==> src/rtl/exc_seq_ctrl_pkg.sv <==
// Shared definitions for the exception/interrupt sequencer: state encoding,
// default handler vector and flush-vector bit positions.
package exc_seq_ctrl_pkg;

  typedef logic [1:0] state_t;

  localparam state_t ST_IDLE       = 2'd0;
  localparam state_t ST_EXC_FLUSH  = 2'd1;
  localparam state_t ST_ERET_FLUSH = 2'd2;
  localparam state_t ST_GUARD      = 2'd3;

  localparam logic [31:0] HANDLER_ADDR_DEF = 32'h0000_4180;

  localparam int FL_D = 0;
  localparam int FL_E = 1;
  localparam int FL_M = 2;
  localparam int FL_W = 3;

  // ERET returns to a word-aligned EPC; low bits are forced clear.
  function automatic logic [31:0] eret_target(input logic [31:0] epc);
    return epc & ~32'h3;
  endfunction

endpackage

==> src/rtl/exc_seq_ctrl_if.sv <==
// Request/response bundle between CP0 + pipeline control (master) and the
// exception sequencer (slave).
interface exc_seq_ctrl_if #(
  parameter int CNT_W = 16
);
  logic             exc_req;
  logic             exc_is_int;
  logic             eret_m;
  logic [31:0]      epc;
  logic             md_busy;
  logic             stall_in;
  logic [3:0]       flush;
  logic             pc_redirect;
  logic [31:0]      pc_target;
  logic             cp0_clear;
  logic             md_cancel;
  logic             stall_out;
  logic             busy;
  logic [CNT_W-1:0] exc_count;

  modport master (
    output exc_req, exc_is_int, eret_m, epc, md_busy, stall_in,
    input  flush, pc_redirect, pc_target, cp0_clear, md_cancel, stall_out, busy, exc_count
  );

  modport slave (
    input  exc_req, exc_is_int, eret_m, epc, md_busy, stall_in,
    output flush, pc_redirect, pc_target, cp0_clear, md_cancel, stall_out, busy, exc_count
  );
endinterface

==> src/rtl/exc_seq_ctrl.sv <==
// Exception/interrupt sequencer: flushes the pipeline and redirects the PC on
// exceptions and ERET, then holds off interrupts for a short post-ERET window.
module exc_seq_ctrl
  import exc_seq_ctrl_pkg::*;
#(
  parameter logic [31:0] HANDLER_ADDR = HANDLER_ADDR_DEF,
  parameter int          GUARD_CYCLES = 3,
  parameter int          CNT_W        = 16
) (
  input logic           clk,
  input logic           reset,
  exc_seq_ctrl_if.slave bus
);

  localparam int            GW         = (GUARD_CYCLES < 2) ? 1 : $clog2(GUARD_CYCLES + 1);
  localparam logic [GW-1:0] GUARD_INIT = GW'(GUARD_CYCLES);

  state_t           state, state_nx;
  logic [GW-1:0]    guard_cnt;
  logic [CNT_W-1:0] cnt_q;
  logic             guard_active;
  logic             accept_exc;
  logic             hold;

  // Guard only masks interrupts; synchronous exceptions always get through.
  assign guard_active = (guard_cnt != '0);
  assign accept_exc   = bus.exc_req && !(bus.exc_is_int && guard_active);

  always_ff @(posedge clk) begin
    if (reset) state <= ST_IDLE;
    else       state <= state_nx;
  end

  always_comb begin
    state_nx = state;
    case (state)
      ST_IDLE: begin
        if (accept_exc)      state_nx = ST_EXC_FLUSH;
        else if (bus.eret_m) state_nx = ST_ERET_FLUSH;
      end
      ST_EXC_FLUSH:  state_nx = ST_IDLE;
      ST_ERET_FLUSH: state_nx = (GUARD_CYCLES == 0) ? ST_IDLE : ST_GUARD;
      ST_GUARD: begin
        if (accept_exc)                  state_nx = ST_EXC_FLUSH;
        else if (guard_cnt <= GW'(1))    state_nx = ST_IDLE;
      end
      default: state_nx = ST_IDLE;
    endcase
  end

  always_comb begin
    bus.flush       = '0;
    bus.pc_redirect = 1'b0;
    bus.pc_target   = '0;
    bus.cp0_clear   = 1'b0;
    bus.md_cancel   = 1'b0;
    hold            = 1'b0;
    case (state)
      ST_EXC_FLUSH: begin
        bus.flush       = 4'b1111;
        bus.pc_redirect = 1'b1;
        bus.pc_target   = HANDLER_ADDR;
        bus.md_cancel   = bus.md_busy;
        hold            = 1'b1;
      end
      ST_ERET_FLUSH: begin
        // ERET itself sits in M, so W retires normally.
        bus.flush[FL_D] = 1'b1;
        bus.flush[FL_E] = 1'b1;
        bus.flush[FL_M] = 1'b1;
        bus.pc_redirect = 1'b1;
        bus.pc_target   = eret_target(bus.epc);
        bus.cp0_clear   = 1'b1;
        hold            = 1'b1;
      end
      default: ;
    endcase
  end

  always_ff @(posedge clk) begin
    if (reset) begin
      guard_cnt <= '0;
    end else begin
      case (state)
        ST_ERET_FLUSH: guard_cnt <= GUARD_INIT;
        ST_GUARD:      guard_cnt <= accept_exc ? '0 : guard_cnt - GW'(1);
        default:       guard_cnt <= guard_cnt;
      endcase
    end
  end

  always_ff @(posedge clk) begin
    if (reset)                   cnt_q <= '0;
    else if (state == ST_EXC_FLUSH) cnt_q <= cnt_q + CNT_W'(1);
  end

  assign bus.stall_out = bus.stall_in | hold;
  assign bus.busy      = (state != ST_IDLE);
  assign bus.exc_count = cnt_q;

endmodule

==> src/flat_wrapper.sv <==
// flat-port wrapper written by rule: the top's interface ports become plain ports
module exc_seq_ctrl_flat import exc_seq_ctrl_pkg::*;
#(
  parameter logic [31:0] HANDLER_ADDR = HANDLER_ADDR_DEF,
  parameter int          GUARD_CYCLES = 3,
  parameter int          CNT_W        = 16
)
  (clk, reset, bus_exc_req, bus_exc_is_int, bus_eret_m, bus_epc, bus_md_busy, bus_stall_in, bus_flush, bus_pc_redirect, bus_pc_target, bus_cp0_clear, bus_md_cancel, bus_stall_out, bus_busy, bus_exc_count);
  exc_seq_ctrl_if #(.CNT_W(CNT_W)) bus_i ();
  input logic clk;
  input logic reset;
  input wire logic [$bits(bus_i.exc_req)-1:0] bus_exc_req;
  input wire logic [$bits(bus_i.exc_is_int)-1:0] bus_exc_is_int;
  input wire logic [$bits(bus_i.eret_m)-1:0] bus_eret_m;
  input wire logic [$bits(bus_i.epc)-1:0] bus_epc;
  input wire logic [$bits(bus_i.md_busy)-1:0] bus_md_busy;
  input wire logic [$bits(bus_i.stall_in)-1:0] bus_stall_in;
  output wire logic [$bits(bus_i.flush)-1:0] bus_flush;
  output wire logic [$bits(bus_i.pc_redirect)-1:0] bus_pc_redirect;
  output wire logic [$bits(bus_i.pc_target)-1:0] bus_pc_target;
  output wire logic [$bits(bus_i.cp0_clear)-1:0] bus_cp0_clear;
  output wire logic [$bits(bus_i.md_cancel)-1:0] bus_md_cancel;
  output wire logic [$bits(bus_i.stall_out)-1:0] bus_stall_out;
  output wire logic [$bits(bus_i.busy)-1:0] bus_busy;
  output wire logic [$bits(bus_i.exc_count)-1:0] bus_exc_count;
  assign bus_i.exc_req = bus_exc_req;
  assign bus_i.exc_is_int = bus_exc_is_int;
  assign bus_i.eret_m = bus_eret_m;
  assign bus_i.epc = bus_epc;
  assign bus_i.md_busy = bus_md_busy;
  assign bus_i.stall_in = bus_stall_in;
  assign bus_flush = bus_i.flush;
  assign bus_pc_redirect = bus_i.pc_redirect;
  assign bus_pc_target = bus_i.pc_target;
  assign bus_cp0_clear = bus_i.cp0_clear;
  assign bus_md_cancel = bus_i.md_cancel;
  assign bus_stall_out = bus_i.stall_out;
  assign bus_busy = bus_i.busy;
  assign bus_exc_count = bus_i.exc_count;
  exc_seq_ctrl #(.HANDLER_ADDR(HANDLER_ADDR), .GUARD_CYCLES(GUARD_CYCLES), .CNT_W(CNT_W)) u_core (.clk(clk), .reset(reset), .bus(bus_i));
endmodule
==> config.mk <==
export PLATFORM = sky130hd
export DESIGN_NAME = exc_seq_ctrl_flat
export DESIGN_NICKNAME = d
export VERILOG_FILES = /design/src/rtl/exc_seq_ctrl_pkg.sv /design/src/rtl/exc_seq_ctrl_if.sv /design/src/rtl/exc_seq_ctrl.sv /design/src/flat_wrapper.sv
export SDC_FILE = /design/constraint.sdc
export NUM_CORES = 1
export LEC_CHECK = 0
export ABC_AREA = 1
export CAP_MARGIN = 0
export CORE_ASPECT_RATIO = 1.4
export CORE_MARGIN = 2
export CORE_UTILIZATION = 32
export DETAILED_ROUTE_END_ITERATION = 12
export GPL_TIMING_DRIVEN = 0
export PLACE_DENSITY_LB_ADDON = 0.12
export SLEW_MARGIN = 0
export SYNTH_ARGS = -nofsm -noshare
export SYNTH_HDL_FRONTEND = slang
export SYNTH_SLANG_ARGS = --single-unit
==> constraint.sdc <==
create_clock -name clk -period 1.44 [get_ports clk]
set_input_delay 0.432 -clock clk [delete_from_list [all_inputs] [get_ports clk]]
set_output_delay 0.432 -clock clk [all_outputs]
set_load 0.02 [all_outputs]
==> results.py <==
metrics = {
    "status": {
        "status": "finished with violations",
        "violations": "negative setup slack",
    },
    "logic_synthesis": {
        "ys_warn_count": 0,
        "syn_area_um2": 1420,
        "synth_seq_cells": 20,
        "ys_seq_area_share_pct": 28.1,
        "ys_types": 21,
        "syn_avg_cell_area_um2": 5.90,
        "synth_cells": 241,
    },
    "clock_network": {
        "h-tree-depth": 1,
        "holdBufCountCts": 0,
        "numClockSinks": 20,
        "cts_tree": "yes",
        "clockBufferDepth": 2,
        "numCtsBuffers": 3,
        "clk_latency_ns": 0.26,
        "cts_root_buffer": "clkbuf_8",
        "path_clk_slew_ns": 0.07,
    },
    "timing": {
        "finalMaxSlewViolations": 0,
        "period_minus_slack_ns": 1.88,
        "setup-violations-final": 39,
        "skew_ns": 0.00427,
        "rsz0062_at_grt": "true",
        "hold_viol": 0,
        "clock.fmax_ghz": 0.531,
        "min_period_over_period_pct": 131,
        "postLayoutSetupSlackWorst_ns": -0.444,
    },
    "die": {
        "ios": 96,
        "start_util_pct": 33.6,
        "row_count": 28,
        "core_area_um2": 4240,
        "die-height_um": 82.9,
        "die_area_um2": 5000,
        "fp.dieW_um": 60.4,
    },
    "drt": {
        "viasPerCell": 4.51,
        "met2_length_um": 2680,
        "wl_per_cell_um": 11.5,
        "ant_nets": 0,
        "top_layer_used": "met4",
        "vias": 1897,
        "drt_first_pass_iters": 4,
        "drt_iter0_markers": 66,
        "drcViolationCount": 0,
        "wirelength_um": 4830,
        "wirelength_met1_um": 1780,
        "met3_length_um": 292,
    },
    "worst_setup_path": {
        "timing.rr.start": "u_core.state[1]$_SDFFE_PP0P_",
        "worstPathMaxFanout": 5,
        "worstSetupPathType": "reg2out",
        "reg2reg_slack_ns": 0.06,
        "required_ns": 1.01,
        "crit_end": "bus_pc_target[14]",
        "rr_worst_depth": 10,
        "worstSetupEndpointType": "output port",
        "crit_start": "u_core.state[1]$_SDFFE_PP0P_",
        "rr_endpoint": "u_core.bus.exc_count[15]$_SDFFE_PP0P_",
        "cp.arrival_ns": 1.45,
        "cp-start-kind": "flop",
    },
    "final_layout": {
        "antenna_cells": 0,
        "fill_cells": 354,
        "nNetsFinal": 408,
        "drive_above_1_share_pct": 48.2,
        "fin_util_pct": 71.3,
        "syn2layout_area_growth_pct": 113,
    },
    "global_routing": {
        "grt_usage_pct": 17.9,
        "grt_overflow": 0,
        "antenna_found_initial": 0,
        "grt_pass1_vias": 1712,
        "grt_start_max_net_pins": 12,
        "grt_pass1_wl_um": 7220,
    },
    "min_path": {
        "hp-class": "reg2reg",
        "hold_depth": 1,
    },
    "run": {
        "cap_violations": 0,
    },
    "pwr": {
        "leakagePower_nw": 1.54,
        "peakVddDrop_uv": 1060,
        "p_per_area_nw_per_um2": 1200,
        "p_total_mw": 3.62,
    },
    "place": {
        "numPortBuffers": 91,
        "gp_congestion": 0.865,
        "dp_hpwl_um": 3180,
    },
}
-- cell usage after synthesis --
library cell	instances	area share, %
a21oi_1	15	5.3
buf_2	1	0.35
buf_4	5	2.6
buf_6	1	0.79
clkbuf_1	3	0.79
conb_1	1	0.26
dfxtp_1	20	28
ha_1	7	6.2
inv_1	53	14
nand2_1	70	18
nand3_1	15	5.3
nand3_2	1	0.70
nand4_1	3	1.3
nor2_1	29	7.7
nor2_2	2	0.88
nor2_4	3	2.4
o21ai_0	8	2.8
o21bai_1	1	0.53
o31ai_1	1	0.53
or2_2	1	0.44
xor2_1	1	0.62
-- layout by cell type (no fill, tap or decap), types with 2 or more instances in the layout --
master and n:
dfxtp_4 3, conb_1 2, ha_1 4, inv_1 19, clkbuf_16 2, clkdlybuf4s15_2 4, nand2_4 18, clkbuf_8 3
a21oi_4 3, nor2_4 3, nand2_1 40, clkinvlp_4 2, clkbuf_2 9, buf_6 48, inv_4 2, nand2_2 12
nand3_2 2, a21oi_1 12, clkdlybuf4s50_1 36, nor2_2 3, o21ai_0 8, inv_2 30, nor2_1 28, nand3_1 14
nand4_1 3, buf_8 4, ha_4 3, dlygate4sd2_1 2, dfxtp_1 14, buf_4 18, dfxtp_2 3
-- sequential cells by signal (all words and copies together) (netlist names) --
signal,count
u_core.bus.exc_count,16
u_core.guard_cnt,2
u_core.state,2
-- final cells by class --
cell class	instances	area, µm²	share of cell area [%]
plain buffers	8	82.6	2.73
multi-input cells	159	1010	33.3
inverters	53	211	6.99
well taps	60	75.1	2.48
clock buffers	4	45.0	1.49
flip-flops and latches	20	415	13.7
repair buffers	117	1190	39.3
-- cell families (layout without fill, tap and decap cells) --
logic type	count (synthesis)	after routing	synth area share, %
flip-flops	20	20	28.1
buffers and inverters	63	182	18.6
XOR/XNOR	1	1	0.616
AND/OR/NAND/NOR	124	124	37.1
AO/OA/AOI/OAI	25	25	9.15
adder cells (fa/ha/maj)	7	7	6.16
other	1	2	0.264
-- worst min path at each step --
stage / endpoint / startpoint / slack, ns
5_1_grt: u_core.bus.exc_count[0]$_SDFFE_PP0P_ / u_core.bus.exc_count[0]$_SDFFE_PP0P_ / 0.52
3_3_place_gp: u_core.bus.exc_count[4]$_SDFFE_PP0P_ / u_core.bus.exc_count[4]$_SDFFE_PP0P_ / 0.46
3_5_place_dp: u_core.bus.exc_count[4]$_SDFFE_PP0P_ / u_core.bus.exc_count[4]$_SDFFE_PP0P_ / 0.47
4_1_cts: u_core.bus.exc_count[4]$_SDFFE_PP0P_ / u_core.bus.exc_count[4]$_SDFFE_PP0P_ / 0.48
2_1_floorplan: u_core.bus.exc_count[13]$_SDFFE_PP0P_ / reset / 0.50
6_report: u_core.bus.exc_count[0]$_SDFFE_PP0P_ / u_core.bus.exc_count[0]$_SDFFE_PP0P_ / 0.49
-- per-layer routing --
layer | global-route usage, % | vias to the layer above
li1 | - | 961
met1 | 18.6 | 857
met2 | 33.3 | 71
met3 | 4.52 | 8
met4 | 5.05 | 0
met5 | 0 | -
-- metrics by stage --
step	hold slack [ns]	cell area, µm²	worst slack (ns)	setup TNS (ns)	std cells
global route	0.515	3020	-0.496	-14.26	421
global placement	0.464	2510	-0.718	-23.07	393
floorplan	0.504	1520	-0.102	-0.341	242
CTS	0.478	2770	-0.418	-12.54	411
finish	0.486	3020	-0.444	-12.49	421
detailed placement	0.465	2510	-0.721	-23.70	393
-- worst max-delay path: stages, from the launching register on --
cell and delay [ns]:
dfxtp_4 0.37, inv_4 0.08, ha_4 0.14, buf_6 0.12
clkinvlp_4 0.17, a21oi_4 0.19, buf_6 0.13
-- repair_timing --
item,in CTS,in global routing
gates cloned,1,2
setup buffers,13,12
gates resized for setup,289,96
pin swaps,2,9
endpoints found under the setup margin,55,62
-- power breakdown --
group	switching, mW	internal (mW)	total, mW
Combinational	1.23	1.33	2.56
Clock	0.183	0.197	0.380
Sequential	0.0665	0.613	0.679
Note: power is estimated with default switching activity, not from simulation.
